## src/rtl/fwd_pipe_unit_pkg.sv

```systemverilog
// Shared types and constants for the EX-stage forwarding unit.
// Holds the operand-select encodings, the pipeline slot record and the
// default widths used by fwd_pipe_unit and fwd_src_sel.
package fwd_pipe_unit_pkg;

  localparam int DEF_XLEN    = 32;
  localparam int DEF_RADDR_W = 5;
  // Slot records carry rd at this fixed width so a single typedef serves
  // every build. RADDR_W of the unit must not exceed it.
  localparam int MAX_RADDR_W = 8;

  typedef enum logic [1:0] {
    FWD_REG = 2'd0,
    FWD_WB  = 2'd1,
    FWD_MEM = 2'd2
  } fwd_sel_e;

  typedef struct packed {
    logic                   valid;
    logic [MAX_RADDR_W-1:0] rd;
    logic                   reg_write;
    logic                   mem_read;
  } slot_t;

  // True when slot s will write register addr. Loads are excluded unless
  // allow_load is set, because a load's MEM-stage result is its address.
  function automatic logic slot_hits(input slot_t s,
                                     input logic [MAX_RADDR_W-1:0] addr,
                                     input logic allow_load);
    return s.valid & s.reg_write & (allow_load | ~s.mem_read) &
           (s.rd != '0) & (s.rd == addr);
  endfunction

endpackage

```

## src/rtl/fwd_src_sel.sv

```systemverilog
// Per-source forwarding comparator and operand mux.
// Ports:
//   i_rs_addr / i_rs_used / i_rs_data : EX-slot source address, use flag, latched data
//   i_mem_slot / i_wb_slot            : destination records of MEM and WB slots
//   i_mem_result / i_wb_result        : MEM and WB result buses
//   o_operand / o_sel                 : selected operand and its source encoding
module fwd_src_sel
  import fwd_pipe_unit_pkg::*;
#(
  parameter int XLEN    = DEF_XLEN,
  parameter int RADDR_W = DEF_RADDR_W
) (
  input  logic [RADDR_W-1:0] i_rs_addr,
  input  logic               i_rs_used,
  input  logic [XLEN-1:0]    i_rs_data,
  input  slot_t              i_mem_slot,
  input  slot_t              i_wb_slot,
  input  logic [XLEN-1:0]    i_mem_result,
  input  logic [XLEN-1:0]    i_wb_result,
  output logic [XLEN-1:0]    o_operand,
  output logic [1:0]         o_sel
);

  logic [MAX_RADDR_W-1:0] w_addr;
  logic                   w_mem_hit;
  logic                   w_wb_hit;

  assign w_addr    = MAX_RADDR_W'(i_rs_addr);
  assign w_mem_hit = i_rs_used & slot_hits(i_mem_slot, w_addr, 1'b0);
  assign w_wb_hit  = i_rs_used & slot_hits(i_wb_slot, w_addr, 1'b1);

  // MEM is the younger producer, so it takes priority over WB.
  always_comb begin
    o_operand = i_rs_data;
    o_sel     = FWD_REG;
    if (w_mem_hit) begin
      o_operand = i_mem_result;
      o_sel     = FWD_MEM;
    end else if (w_wb_hit) begin
      o_operand = i_wb_result;
      o_sel     = FWD_WB;
    end
  end

endmodule

```

## src/rtl/fwd_pipe_unit.sv

```systemverilog
// EX-stage operand forwarding unit with load-use stall and bubble/flush.
// Tracks EX/MEM/WB destination slots beside the ID/EX register.
// Ports:
//   i_clk, i_rst_n (async, active-low)
//   i_id_*          : ID-stage decode info and register-file read data
//   i_mem_result    : EX/MEM ALU result
//   i_wb_result     : MEM/WB writeback data
//   i_flush         : kill the instruction entering EX
//   i_pipe_hold     : freeze all slots (flush ignored while held)
//   o_stall_id      : load-use hazard, hold PC and IF/ID
//   o_ex_operand    : forwarded EX operands, source 0 in the LSBs
//   o_fwd_sel       : per source 0=reg, 1=WB, 2=MEM
module fwd_pipe_unit
  import fwd_pipe_unit_pkg::*;
#(
  parameter int XLEN    = DEF_XLEN,
  parameter int NUM_SRC = 2,
  parameter int RADDR_W = DEF_RADDR_W
) (
  input  logic                       i_clk,
  input  logic                       i_rst_n,
  input  logic                       i_id_valid,
  input  logic [NUM_SRC*RADDR_W-1:0] i_id_rs_addr,
  input  logic [NUM_SRC-1:0]         i_id_rs_used,
  input  logic [NUM_SRC*XLEN-1:0]    i_id_rs_data,
  input  logic [RADDR_W-1:0]         i_id_rd,
  input  logic                       i_id_reg_write,
  input  logic                       i_id_mem_read,
  input  logic [XLEN-1:0]            i_mem_result,
  input  logic [XLEN-1:0]            i_wb_result,
  input  logic                       i_flush,
  input  logic                       i_pipe_hold,
  output logic                       o_stall_id,
  output logic [NUM_SRC*XLEN-1:0]    o_ex_operand,
  output logic [NUM_SRC*2-1:0]       o_fwd_sel
);

  slot_t                      r_ex_slot;
  slot_t                      r_mem_slot;
  slot_t                      r_wb_slot;
  logic [NUM_SRC*RADDR_W-1:0] r_ex_rs_addr;
  logic [NUM_SRC-1:0]         r_ex_rs_used;
  logic [NUM_SRC*XLEN-1:0]    r_ex_rs_data;

  logic                       w_hazard;
  logic                       w_ex_load;
  logic [NUM_SRC*XLEN-1:0]    w_id_data;
  slot_t                      w_ex_next;

  // Any used ID source matching the EX destination.
  always_comb begin
    w_hazard = 1'b0;
    for (int i = 0; i < NUM_SRC; i++) begin
      if (i_id_rs_used[i] &&
          (MAX_RADDR_W'(i_id_rs_addr[i*RADDR_W +: RADDR_W]) == r_ex_slot.rd))
        w_hazard = 1'b1;
    end
  end

  assign o_stall_id = i_id_valid & ~i_flush & r_ex_slot.valid &
                      r_ex_slot.mem_read & (r_ex_slot.rd != '0) & w_hazard;
  assign w_ex_load  = i_id_valid & ~o_stall_id & ~i_flush;

  // The register file writes the WB value on the same edge that loads EX,
  // so ID's read data is stale for that register; capture wb_result instead.
  always_comb begin
    w_id_data = i_id_rs_data;
    for (int i = 0; i < NUM_SRC; i++) begin
      if (slot_hits(r_wb_slot, MAX_RADDR_W'(i_id_rs_addr[i*RADDR_W +: RADDR_W]), 1'b1))
        w_id_data[i*XLEN +: XLEN] = i_wb_result;
    end
  end

  always_comb begin
    w_ex_next = '0;
    if (w_ex_load) begin
      w_ex_next.valid     = 1'b1;
      w_ex_next.rd        = MAX_RADDR_W'(i_id_rd);
      w_ex_next.reg_write = i_id_reg_write;
      w_ex_next.mem_read  = i_id_mem_read;
    end
  end

  always_ff @(posedge i_clk or negedge i_rst_n) begin
    if (!i_rst_n) begin
      r_ex_slot    <= '0;
      r_mem_slot   <= '0;
      r_wb_slot    <= '0;
      r_ex_rs_addr <= '0;
      r_ex_rs_used <= '0;
      r_ex_rs_data <= '0;
    end else if (!i_pipe_hold) begin
      r_wb_slot    <= r_mem_slot;
      r_mem_slot   <= r_ex_slot;
      r_ex_slot    <= w_ex_next;
      r_ex_rs_addr <= w_ex_load ? i_id_rs_addr : '0;
      r_ex_rs_used <= w_ex_load ? i_id_rs_used : '0;
      r_ex_rs_data <= w_ex_load ? w_id_data    : '0;
    end
  end

  for (genvar g = 0; g < NUM_SRC; g++) begin : g_src
    fwd_src_sel #(
      .XLEN    (XLEN),
      .RADDR_W (RADDR_W)
    ) u_sel (
      .i_rs_addr    (r_ex_rs_addr[g*RADDR_W +: RADDR_W]),
      .i_rs_used    (r_ex_rs_used[g]),
      .i_rs_data    (r_ex_rs_data[g*XLEN +: XLEN]),
      .i_mem_slot   (r_mem_slot),
      .i_wb_slot    (r_wb_slot),
      .i_mem_result (i_mem_result),
      .i_wb_result  (i_wb_result),
      .o_operand    (o_ex_operand[g*XLEN +: XLEN]),
      .o_sel        (o_fwd_sel[g*2 +: 2])
    );
  end

endmodule

```

## config.mk

```make
export PLATFORM = sky130hd
export DESIGN_NAME = fwd_pipe_unit
export DESIGN_NICKNAME = d
export VERILOG_FILES = /design/src/rtl/fwd_pipe_unit_pkg.sv /design/src/rtl/fwd_src_sel.sv /design/src/rtl/fwd_pipe_unit.sv
export SDC_FILE = /design/constraint.sdc
export NUM_CORES = 1
export LEC_CHECK = 0
export ABC_CLOCK_PERIOD_IN_PS = 2100
export BUFFER_PORTS_ARGS = -buffer_cell sky130_fd_sc_hd__clkbuf_2
export CORE_ASPECT_RATIO = 0.7
export CORE_MARGIN = 1.5
export CORE_UTILIZATION = 38
export CTS_CLUSTER_SIZE = 14
export DETAILED_ROUTE_END_ITERATION = 10
export PLACE_DENSITY = 0.7
export RECOVER_POWER = 50
export SLEW_MARGIN = 20
export SYNTH_ARGS = -nofsm -noshare
export SYNTH_HDL_FRONTEND = slang
export SYNTH_SLANG_ARGS = --single-unit
```

## constraint.sdc

```tcl
create_clock -name i_clk -period 2.1 [get_ports i_clk]
set_input_delay 0.42 -clock i_clk [delete_from_list [all_inputs] [get_ports i_clk]]
set_output_delay 0.42 -clock i_clk [all_outputs]
set_load 0.01 [all_outputs]
```

==> impl_summary.log <==
[metrics] antenna-violating nets left: 0
[metrics] end of the worst register-to-register path: r_ex_rs_data[29]
[metrics] Syn. warnings: 0
[metrics] DR vias: 5,876
[metrics] total wire length after detailed routing: 21,300 µm
[metrics] Die Wd: 155 µm
[metrics] count of pins over their slew limit: 0
[metrics] tightest slew margin relative to the limit: 36.1%
[metrics] Clock Tree Buf Depth: 2
[metrics] clock buffer count from CTS: 9
[metrics] Overflow after GRT: 0
[metrics] highest-delay cell along the critical path: sky130_fd_sc_hd__or4_4
[metrics] net switching power: 1.30 mW
[metrics] RSZ-0062 raised after global routing: yes
[metrics] IO Port Bufs: 220
[metrics] Sinks on Clock Net: 99
[metrics] largest incremental delay on the critical path: 0.55 ns
[metrics] clock latency reported for the late side of the worst-skew pair: 0.34 ns
[metrics] pin count of the biggest net entering global routing: 66
[metrics] fraction of final layout cells with drive strength greater than 1: 51.1%
[metrics] Boundary Pins: 221
[metrics] syn_nets: 801
[metrics] Final Worst Setup Slack: -0.660 ns
[metrics] weighted congestion at the end of routability-driven global placement: 0.874
[metrics] portion of the post-synthesis area used by sequential elements: 40.1%
[metrics] number of unique standard cell types used by synthesis: 32
[metrics] clock slew at the register clock pins of the worst setup and hold paths: 0.07 ns
[metrics] gate count of the mapped netlist: 649
[metrics] total inserted antenna cells: 0
[metrics] design internal power: 3.56 mW
[metrics] # fillers: 1,338
[metrics] violated checks: setup timing
[metrics] worst flop-to-flop path startpoint: r_wb_slot[2]
[metrics] status: finished with violations
[metrics] P per Cell Area: 518 nW/µm²
[metrics] reg2reg setup slack: -0.61 ns
[metrics] DP Wirelength: 13,800 µm
[metrics] reg2reg path depth: 13
[metrics] Via density: 5.24
[metrics] final standard cell utilization of the core: 59.9%
[metrics] Initial DRC Count: 303
[metrics] final hold slack: 0.225 ns
[metrics] GRT Util Overall: 24.2%
[metrics] final count of negative-setup-slack endpoints: 133
[metrics] deepest level of the CTS H-tree: 3
[metrics] fraction of power consumed by combinational cells: 20.1%
[metrics] number of antenna violations at the first check in global routing: 0
[metrics] master cell of the clock root buffer: sky130_fd_sc_hd__clkbuf_16
[metrics] arrival time at the worst endpoint: 2.34 ns
[metrics] Detailed Routing Iterations Pass 1: 4
[metrics] sequential fraction of design power: 43.5%
[metrics] # nets final: 1,071
[metrics] switching share of power: 26.8%
[metrics] ordered cell list for the critical path: or4_4 -> o2111ai_4 -> nand4b_1 -> buf_6 -> buf_6 -> buf_12 -> nor2_1 -> a21oi_2 -> buf_2
[metrics] DRC: 0
[metrics] Final Hold Violating Endpoints: 0
[metrics] maximum VDD drop: 0.435 mV
[metrics] final critical-path share of the clock period: 131%
[metrics] Worst EP required: 1.68 ns
[metrics] synth-to-layout area growth: 52.1%
[metrics] type of the most critical hold path: in -> async
[metrics] worst-path maximum fanout: 8
[metrics] via count of the first global-routing pass: 5,691
[metrics] cell area reported after detailed placement: 8050 µm²
[metrics] clock tree from TritonCTS: yes
[metrics] CP Launch Type: register
[metrics] Initial Util: 39.4%
[metrics] share of total power in the clock network: 36.4%
[metrics] Post-Syn Area per Cell: 9.52 µm²
[metrics] Placement Rows: 38
[metrics] wire length per cell: 19.0 µm
[metrics] Crit. End Element: primary output
[metrics] minimum clock period after layout: 2.76 ns
[metrics] Core Footprint: 15,700 µm²
[metrics] Max Cap Violations: 0
[metrics] first-pass GRT wire length: 31,500 µm
[metrics] CTS hold repair buffers: 0
[metrics] post-route standard cell area excluding fillers: 9390 µm²
[metrics] area of the mapped netlist: 6180 µm²
[metrics] Leak Pwr: 4.70 nW
[metrics] die boundary height: 110 µm
[metrics] Worst-Margin Slew: 0.958 ns
[metrics] class of the most critical setup path: reg -> out
[metrics] Highest Clock Rate: 0.362 GHz
[metrics] die area: 17,000 µm²
[metrics] most numerous cell on the critical path: sky130_fd_sc_hd__buf_6
[metrics] Clock Skew: 0.00809 ns
[metrics] number of register bits inferred by synthesis: 99
-- layer usage --
| metal | up-vias | wire, µm | track usage, % |
|---|---|---|---|
| li1 | 2814 | - | - |
| met5 | - | 0 | 0 |
| met4 | 0 | 377 | 6.94 |
| met3 | 24 | 1700 | 4.41 |
| met2 | 255 | 9440 | 36.7 |
| met1 | 2783 | 9770 | 35.2 |
-- power by group through the flow --
| stage | clock [mW] | combinational, mW | sequential [mW] |
|---|---|---|---|
| 2_1_floorplan | 0 | 0.460 | 2.12 |
| 3_3_place_gp | 0 | 0.879 | 2.14 |
| 3_5_place_dp | 0 | 0.890 | 2.15 |
| 4_1_cts | 1.82 | 0.943 | 2.11 |
| 5_1_grt | 1.90 | 1.06 | 2.13 |
| 6_report | 1.77 | 0.977 | 2.12 |
-- what timing repair did --
item | 4_1_cts | 5_1_grt
resized for setup | 58 | 88
cloned | 13 | 3
setup buffers | 18 | 11
endpoints found under the setup margin | 128 | 133
pin swaps | 7 | 7
-- state kept, by name (all words and copies together) (netlist names) --
register      flops
r_ex_rs_addr     10
r_mem_slot        8
r_ex_rs_used      2
r_ex_slot         8
r_ex_rs_data     64
r_wb_slot         7
-- worst max-delay path: cells and delay by family (launching register included) --
| family | cells | cell delay, ns |
|---|---|---|
| DFF | 1 | 0.39 |
| and+or+nand+nor | 3 | 0.79 |
| buffers and inverters | 4 | 0.52 |
| AOI/OAI and AO/OA | 2 | 0.30 |
-- synthesized netlist by cell type --
cell type / n / area share (%)
sky130_fd_sc_hd__mux2i_1: 128 / 21
sky130_fd_sc_hd__dfrtp_1: 99 / 40
sky130_fd_sc_hd__nand2_1: 69 / 4.2
sky130_fd_sc_hd__nor2_1: 65 / 3.9
sky130_fd_sc_hd__a21oi_1: 64 / 5.2
sky130_fd_sc_hd__o21ai_1: 61 / 4.9
sky130_fd_sc_hd__xnor2_1: 24 / 3.4
sky130_fd_sc_hd__clkbuf_1: 22 / 1.3
sky130_fd_sc_hd__buf_2: 20 / 1.6
sky130_fd_sc_hd__a22o_1: 19 / 2.7
sky130_fd_sc_hd__xor2_1: 16 / 2.3
sky130_fd_sc_hd__mux2_2: 15 / 2.7
sky130_fd_sc_hd__buf_12: 6 / 1.9
sky130_fd_sc_hd__o21ai_0: 4 / 0.32
sky130_fd_sc_hd__or4_1: 4 / 0.49
sky130_fd_sc_hd__and2_1: 3 / 0.30
sky130_fd_sc_hd__buf_4: 3 / 0.36
sky130_fd_sc_hd__buf_6: 3 / 0.55
sky130_fd_sc_hd__inv_1: 3 / 0.18
sky130_fd_sc_hd__nand4_1: 3 / 0.30
sky130_fd_sc_hd__nor4_1: 3 / 0.30
sky130_fd_sc_hd__nand3_1: 2 / 0.16
sky130_fd_sc_hd__nor2b_1: 2 / 0.20
sky130_fd_sc_hd__nor3_2: 2 / 0.32
sky130_fd_sc_hd__o2111ai_1: 2 / 0.28
sky130_fd_sc_hd__a32oi_1: 1 / 0.14
sky130_fd_sc_hd__buf_1: 1 / 0.061
sky130_fd_sc_hd__nand4b_1: 1 / 0.14
sky130_fd_sc_hd__o211ai_4: 1 / 0.34
sky130_fd_sc_hd__o21a_1: 1 / 0.12
sky130_fd_sc_hd__or3_1: 1 / 0.10
sky130_fd_sc_hd__or4_4: 1 / 0.18
-- cells in the final DEF (no fill, tap or decap), types with 4 or more instances in the layout --
cell type / netlist / final
sky130_fd_sc_hd__nand2_1: 69 / 69
sky130_fd_sc_hd__xor2_1: 16 / 16
sky130_fd_sc_hd__nor2_2: 0 / 4
sky130_fd_sc_hd__o21ai_1: 61 / 64
sky130_fd_sc_hd__buf_2: 20 / 27
sky130_fd_sc_hd__xnor2_1: 24 / 21
sky130_fd_sc_hd__clkbuf_16: 0 / 12
sky130_fd_sc_hd__mux2i_2: 0 / 19
sky130_fd_sc_hd__mux2i_1: 128 / 106
sky130_fd_sc_hd__a21oi_2: 0 / 64
sky130_fd_sc_hd__buf_6: 3 / 18
sky130_fd_sc_hd__dfrtp_2: 0 / 5
sky130_fd_sc_hd__nor2_4: 0 / 11
sky130_fd_sc_hd__clkbuf_2: 0 / 190
sky130_fd_sc_hd__dfrtp_1: 99 / 94
sky130_fd_sc_hd__mux2_2: 15 / 15
sky130_fd_sc_hd__a22o_1: 19 / 19
sky130_fd_sc_hd__or4_4: 1 / 5
sky130_fd_sc_hd__buf_12: 6 / 23
sky130_fd_sc_hd__buf_16: 0 / 11
sky130_fd_sc_hd__nor2_1: 65 / 50
sky130_fd_sc_hd__buf_4: 3 / 41
-- cells by family after synthesis --
kind of cell    Yosys count  share of synthesized area (%)
simple gates            156                           10.7
compound gates          153                           14.0
mux                     143                           23.5
flops                    99                           40.1
buf+inv                  58                           6.06
xor+xnor                 40                           5.67
-- area by class of cell --
class,instances,area (µm²),share of cell area [%]
Inverter,3,11.3,0.120
Clock inverter,4,76.3,0.813
Tap cell,200,250,2.66
Clock buffer,10,239,2.54
Sequential cell,99,2480,26.4
Timing Repair Buffer,314,2450,26.1
Multi-Input combinational cell,492,3880,41.3
-- worst max path at each step --
stage,start,end,slack [ns]
2_1_floorplan,r_wb_slot[2],o_ex_operand[10],-0.14
3_3_place_gp,r_mem_slot[4],o_ex_operand[48],-0.27
3_5_place_dp,r_mem_slot[4],o_ex_operand[48],-0.35
4_1_cts,r_mem_slot[4],o_ex_operand[63],-0.65
5_1_grt,r_mem_slot[4],o_ex_operand[34],-0.78
6_report,r_mem_slot[4],o_ex_operand[63],-0.66
-- through the flow --
step                TNS [ns]  cells  setup slack (ns)  total power [mW]
floorplan              -8.42    649            -0.145              2.58
global placement      -15.20   1068            -0.265              3.02
detailed placement    -19.99   1068            -0.347              3.04
CTS                   -47.01   1113            -0.646              4.87
global route          -85.08   1122            -0.782              5.09
finish                -73.88   1122            -0.660              4.87
(Power assumes the default switching activity.)
